<file path="src/rtl/instruction_fetch.sv">
// Instruction fetch unit: walks the program ROM, buffers one decoded word at a time
// for the execute stage behind a valid/ready handshake, and applies branch redirects.
module instruction_fetch #(
  parameter int unsigned ADDR_WIDTH    = 5,
  parameter int unsigned DATA_WIDTH    = 32,
  parameter int unsigned OPCODE_WIDTH  = 4,
  parameter int unsigned OPERAND_WIDTH = 16
) (
  input  logic                     clk,
  input  logic                     reset_n,
  input  logic                     fetch_enable,
  output logic [ADDR_WIDTH-1:0]    rom_address,
  output logic                     rom_cs,
  input  logic [DATA_WIDTH-1:0]    rom_data,
  output logic                     instr_valid,
  input  logic                     instr_ready,
  output logic [OPCODE_WIDTH-1:0]  instr_opcode,
  output logic [OPERAND_WIDTH-1:0] instr_operand,
  output logic [ADDR_WIDTH-1:0]    instr_pc,
  input  logic                     branch_valid,
  input  logic [ADDR_WIDTH-1:0]    branch_target
);

  localparam logic [1:0] IDLE  = 2'd0;
  localparam logic [1:0] FETCH = 2'd1;
  localparam logic [1:0] HOLD  = 2'd2;

  localparam logic [ADDR_WIDTH-1:0] PcOne = {{(ADDR_WIDTH-1){1'b0}}, 1'b1};

  logic [1:0]               state_q, state_d;
  logic [ADDR_WIDTH-1:0]    pc_q, pc_d;
  logic                     valid_q, valid_d;
  logic [OPCODE_WIDTH-1:0]  opcode_q, opcode_d;
  logic [OPERAND_WIDTH-1:0] operand_q, operand_d;
  logic [ADDR_WIDTH-1:0]    ipc_q, ipc_d;

  // Middle bits of the word carry no meaning for this CPU.
  logic unused_rom_bits;
  assign unused_rom_bits = ^rom_data[DATA_WIDTH-OPCODE_WIDTH-1:OPERAND_WIDTH];

  // Next-state logic: a branch overrides both capture and handshake.
  always_comb begin
    state_d   = state_q;
    pc_d      = pc_q;
    valid_d   = valid_q;
    opcode_d  = opcode_q;
    operand_d = operand_q;
    ipc_d     = ipc_q;

    if (branch_valid) begin
      pc_d    = branch_target;
      valid_d = 1'b0;
      state_d = fetch_enable ? FETCH : IDLE;
    end else begin
      case (state_q)
        IDLE: begin
          if (fetch_enable) state_d = FETCH;
        end
        FETCH: begin
          // Fetch completes even if fetch_enable has dropped.
          opcode_d  = rom_data[DATA_WIDTH-1 -: OPCODE_WIDTH];
          operand_d = rom_data[OPERAND_WIDTH-1:0];
          ipc_d     = pc_q;
          valid_d   = 1'b1;
          pc_d      = pc_q + PcOne;
          state_d   = HOLD;
        end
        HOLD: begin
          if (valid_q && instr_ready) begin
            valid_d = 1'b0;
            state_d = fetch_enable ? FETCH : IDLE;
          end
        end
        default: begin
          state_d = IDLE;
        end
      endcase
    end
  end

  // State and buffer registers.
  always_ff @(posedge clk or negedge reset_n) begin
    if (!reset_n) begin
      state_q   <= IDLE;
      pc_q      <= '0;
      valid_q   <= 1'b0;
      opcode_q  <= '0;
      operand_q <= '0;
      ipc_q     <= '0;
    end else begin
      state_q   <= state_d;
      pc_q      <= pc_d;
      valid_q   <= valid_d;
      opcode_q  <= opcode_d;
      operand_q <= operand_d;
      ipc_q     <= ipc_d;
    end
  end

  assign rom_address   = pc_q;
  assign rom_cs        = (state_q == FETCH);
  assign instr_valid   = valid_q;
  assign instr_opcode  = opcode_q;
  assign instr_operand = operand_q;
  assign instr_pc      = ipc_q;

endmodule

</file>
<file path="config.mk">
export PLATFORM = sky130hd
export DESIGN_NAME = instruction_fetch
export DESIGN_NICKNAME = d
export VERILOG_FILES = /design/src/rtl/instruction_fetch.sv
export SDC_FILE = /design/constraint.sdc
export NUM_CORES = 1
export LEC_CHECK = 0
export ABC_AREA = 0
export BUFFER_PORTS_ARGS = -buffer_cell sky130_fd_sc_hd__buf_4
export CAP_MARGIN = 40
export CORE_ASPECT_RATIO = 1.5
export CORE_MARGIN = 1
export CORE_UTILIZATION = 35
export DETAILED_ROUTE_END_ITERATION = 7
export GPL_ROUTABILITY_DRIVEN = 0
export PLACE_DENSITY = 0.75
export RECOVER_POWER = 100
export SLEW_MARGIN = 20
export SYNTH_ARGS = -nofsm -noshare
export SYNTH_HDL_FRONTEND = slang
export SYNTH_SLANG_ARGS = --single-unit
</file>
<file path="constraint.sdc">
create_clock -name clk -period 2 [get_ports clk]
set_input_delay 0.1 -clock clk [delete_from_list [all_inputs] [get_ports clk]]
set_output_delay 0.1 -clock clk [all_outputs]
set_load 0.01 [all_outputs]
</file>
## Word level (Yosys, flattened, before mapping)

Index checks and enable logic that the tools add are counted.

- Bits in registers: 33
- Memories: 0
- Bits in latches: 0
- Bits in read-only memories: 0
- Word-level logic and storage cells: 29
- Memory bits (writable): 0
- Bits of input ports: 42

- Shift operators: 0
- $mul: 0
- Equal/unequal tests: 4
- Multiplexer cells: 10
- Reductions and logical operators: 7
- Bitwise gates (word level): 1
- Magnitude comparators: 0
- Divide/modulo/power cells: 0
- Add/subtract/negate cells: 1

Operator list:

| operator | number |
|---|---|
| $mux 5 | 2 |
| $mux 2 | 3 |
| $ne 3x3->1 const B | 2 |
| $pmux 2 s3 | 1 |
| $reduce_and 2->1 | 3 |
| $add 5x1->5 const B | 1 |
| $mux 1 | 3 |
| $reduce_bool 3->1 | 1 |
| $eq 2x1->1 const B | 1 |
| $eq 2x2->1 const B | 1 |
| $logic_not 2->1 | 1 |
| $pmux 1 s2 | 1 |
| $reduce_bool 2->1 | 1 |
| $logic_and 1x1->1 | 1 |
| $not 1->1 | 1 |

## Depth between registers and ports, before layout

- Depth after elaboration: 4
- Depth in mapped cells: 4
- Mapped depth without buffers: 4

## Least setup slack after synthesis

Ideal clock, no wire load.

- Path type: reg2reg
- Start: reg state_q[1]
- End: reg opcode_q[0], in the netlist instr_opcode[0]
- Cell stages (with the launch flop): 5
- Slack: 0.704 ns
- Data required time: 1.875 ns
- Library setup time: 0.125 ns
- Period minus slack after synthesis: 1.296 ns
- Path buffers: 1
- Arrival: 1.171 ns
- Cell sequence: dfrtp_1 > nand2b_4 > nor2_8 > buf_6 > mux2_2

- Cells in the longest elaborated chain, start to end: 2

Ends and longest elaborated chain:

| item | line | text |
|---|---|---|
| start, declared | 30 | `logic [1:0] state_q, state_d;` |
| start signal, assigned | 91 | `state_q <= state_d;` |
| $eq 2x1->1 | 55 | `case (state_q)` |
| $reduce_and 2->1 (no line) | n/a |  |
| end signal, assigned | 94 | `opcode_q <= opcode_d;` |
| end, declared | 33 | `logic [OPCODE_WIDTH-1:0] opcode_q, opcode_d;` |

Every way passes these cells.
A chain may end at the register's enable or synchronous reset.

## Worst setup path in the final report

- Start: reg state_q[1]
- End: reg operand_q[6], in the netlist instr_operand[6]

- Cells in the longest elaborated chain, start to end: 2

Ends and longest elaborated chain:

| item | line | text |
|---|---|---|
| $eq 2x1->1 | 55 |  |
| $reduce_and 2->1 (no line) | n/a |  |
| end signal, assigned | 95 | `operand_q <= operand_d;` |
| end, declared | 34 | `logic [OPERAND_WIDTH-1:0] operand_q, operand_d;` |

Every way passes these cells.

==> flow_metrics.env <==
export IMPL_p_leak_nw=0.809
export IMPL_num_antenna_cells=0
export IMPL_wirelength_um=2780
export IMPL_placement_cell_area_mm2=0.00183
export IMPL_cp_required_ns=2.16
export IMPL_nets=203
export IMPL_synth_area_per_cell_um2=14.4
export IMPL_finalInstanceArea_mm2=0.00183
export IMPL_syn_inst=94
export IMPL_drt_vias_per_instance=4.85
export IMPL_maxSlewHeadroom_pct=46.8
export IMPL_ir_worst_vdd_uv=681
export IMPL_numPortBuffers=61
export IMPL_first_pass_iters=4
export IMPL_fin_ws_ns=0.350
export IMPL_arrival_ns=1.81
export IMPL_crit_fanout=25
export IMPL_core_mm2=0.00368
export IMPL_ioPinCount=74
export IMPL_period_needed_ns=1.65
export IMPL_clock_latency_ns=0.28
export IMPL_tightestPinTransition_ns=0.798
export IMPL_post_place_cells=195
export IMPL_tritoncts="done"
export IMPL_antenna_found_initial=0
export IMPL_startpoint_type="flop"
export IMPL_postCtsSetupBuffers=0
export IMPL_yosysWarnings=0
export IMPL_die_height_um=78.1
export IMPL_overflow=0
export IMPL_yosys_cell_types_count=21
export IMPL_ant_nets=0
export IMPL_clock_skew_ns=0.00860
export IMPL_nFillCells=362
export IMPL_setup_viol=0
export IMPL_root_buffer="clkbuf_8"
export IMPL_fin_cells=204
export IMPL_crit_path_end_kind="flop"
export IMPL_netlist_area_mm2=0.00135
export IMPL_grt_pass1_wl_um=4390
export IMPL_worstSetupStartpoint="state_q[1]"
export IMPL_grt_max_degree=34
export IMPL_finalSetupTns_ns=0
export IMPL_area_growth_syn_to_layout_pct=35.6
export IMPL_p_total_mw=1.98
export IMPL_drt_iter0_markers=14
export IMPL_clockBufferDepth=2
export IMPL_multi_input_area_um2=482
export IMPL_ys_ff_latch=33
export IMPL_register_area_um2=826
export IMPL_rsz0062_at_grt="no"
export IMPL_grt_pass1_vias=1029
export IMPL_hold_violations=0
export IMPL_floorplan_initialDensity_pct=36.7
export IMPL_utilization_pct=49.7
export IMPL_cts_sinks=33
export IMPL_cts_buffers=5
export IMPL_grtUsageTotal_pct=15.1
export IMPL_cap_violations=0
export IMPL_die_w_um=52.7
export IMPL_regToRegStartpoint="state_q[1]"
export IMPL_powerDensity_mw_per_mm2=1080
export IMPL_hpwl_um=2080
export IMPL_die_area_mm2=0.00411
export IMPL_drc=0
export IMPL_worst_hold_path_type="in -> reg"
export IMPL_vias=990
export IMPL_syn_num_nets=137
export IMPL_fin_crit_sh_pct=82.5
export IMPL_rows=27
export IMPL_clk_transition_reported_paths_ns=0.07
export IMPL_critical_path_class="reg -> reg"
export IMPL_drive_above_1_share_pct=39.1
export IMPL_whs_ns=0.0183
export IMPL_wire_per_inst_um=13.6
export IMPL_ys_seq_area_share_pct=61.2
export IMPL_status="finished clean"
export IMPL_maxSlewViolCount=0
export IMPL_htreeDepth=2
export IMPL_fmax_ghz=0.606
export IMPL_dpl_worst_slack_ns=0.482
export IMPL_min_delay_start="fetch_enable"
[cell families (layout without fill, tap and decap cells)]
| family | after synthesis | in the layout | share of synthesized area [%] |
|---|---|---|---|
| buffers and inverters | 5 | 72 | 2.59 |
| DFF | 33 | 33 | 61.2 |
| and+or+nand+nor | 16 | 16 | 7.97 |
| xor gates and xnor gates | 2 | 2 | 1.30 |
| adders and majority gates | 1 | 1 | 0.927 |
| AOI/OAI and AO/OA | 11 | 11 | 4.45 |
| muxes | 26 | 26 | 21.6 |
[sequential cells by signal (all words and copies together) (netlist names)]
signal and count:
instr_opcode 4, instr_operand 16, rom_address 5, instr_valid 1, state_q 2, instr_pc 5
[what timing repair did]
item,in CTS,in global routing
gates resized for setup,0,0
hold buffers,1,0
endpoints found under the hold margin,33,0
[area by class of cell]
cell class	instances	area share (%)
sequential	33	45.1
multi-input combinational	56	26.3
timing repair buffer	62	18.9
clock buffer	7	4.72
tap	43	2.94
clock inverter	1	1.64
inverter	2	0.410
[layout by cell type (no fill, tap or decap), drive strengths merged, types with 2 or more instances in the layout]
cell type   n
nor2        4
a31oi       2
mux2       25
a21oi       2
or3         2
o21ai       6
dfrtp      33
inv         2
buf        28
nand3b      3
clkbuf     40
nand2       5
[worst max-delay path, cell delays in order, from the launching register on]
cell,delay (ns)
dfrtp_1,0.42
nand2b_1,0.30
nor2_8,0.41
mux2_2,0.39
[power breakdown]
group          total [mW]  internal (mW)  switching, mW
clock network       0.635          0.406          0.229
registers           0.901          0.816         0.0847
logic               0.447          0.221          0.225
total                1.98           1.44          0.539
[per-layer routing]
| layer | part of all wire [%] | global-route usage [%] |
|---|---|---|
| met3 | 5.8 | 4.26 |
| met2 | 57 | 28.5 |
| met4 | 2.6 | 8.68 |
| met1 | 34 | 13.2 |
| met5 | 0 | 0 |
[cell usage after synthesis]
cell,count,share of area [%]
a21oi_1,2,0.74
o21a_1,1,0.56
mux2i_1,1,0.74
nand2_1,5,1.4
nand3b_2,1,0.83
buf_2,1,0.37
inv_1,2,0.56
dfrtp_1,33,61
ha_1,1,0.93
nand3b_1,2,1.1
mux2_2,25,21
buf_6,2,1.7
nor2_8,1,1.5
xor2_1,1,0.65
a31oi_1,2,0.93
nand3_1,1,0.37
nor2_1,3,0.83
xnor2_1,1,0.65
or3_1,2,0.93
nand2b_4,1,1.0
o21ai_0,6,2.2
[path summary, 6_finish.rpt]
kind,slack (ns),to,cells after the start
setup / recovery,0.35,instr_operand[6],3
min in group asynchronous,0.43,instr_opcode[1],2
hold reg to reg,0.50,instr_operand[5],1
setup reg to reg,0.35,instr_operand[6],3
max in group asynchronous,1.06,instr_operand[9],2
hold / removal,0.02,state_q[0],2
Note: power is estimated with default switching activity, not from simulation.
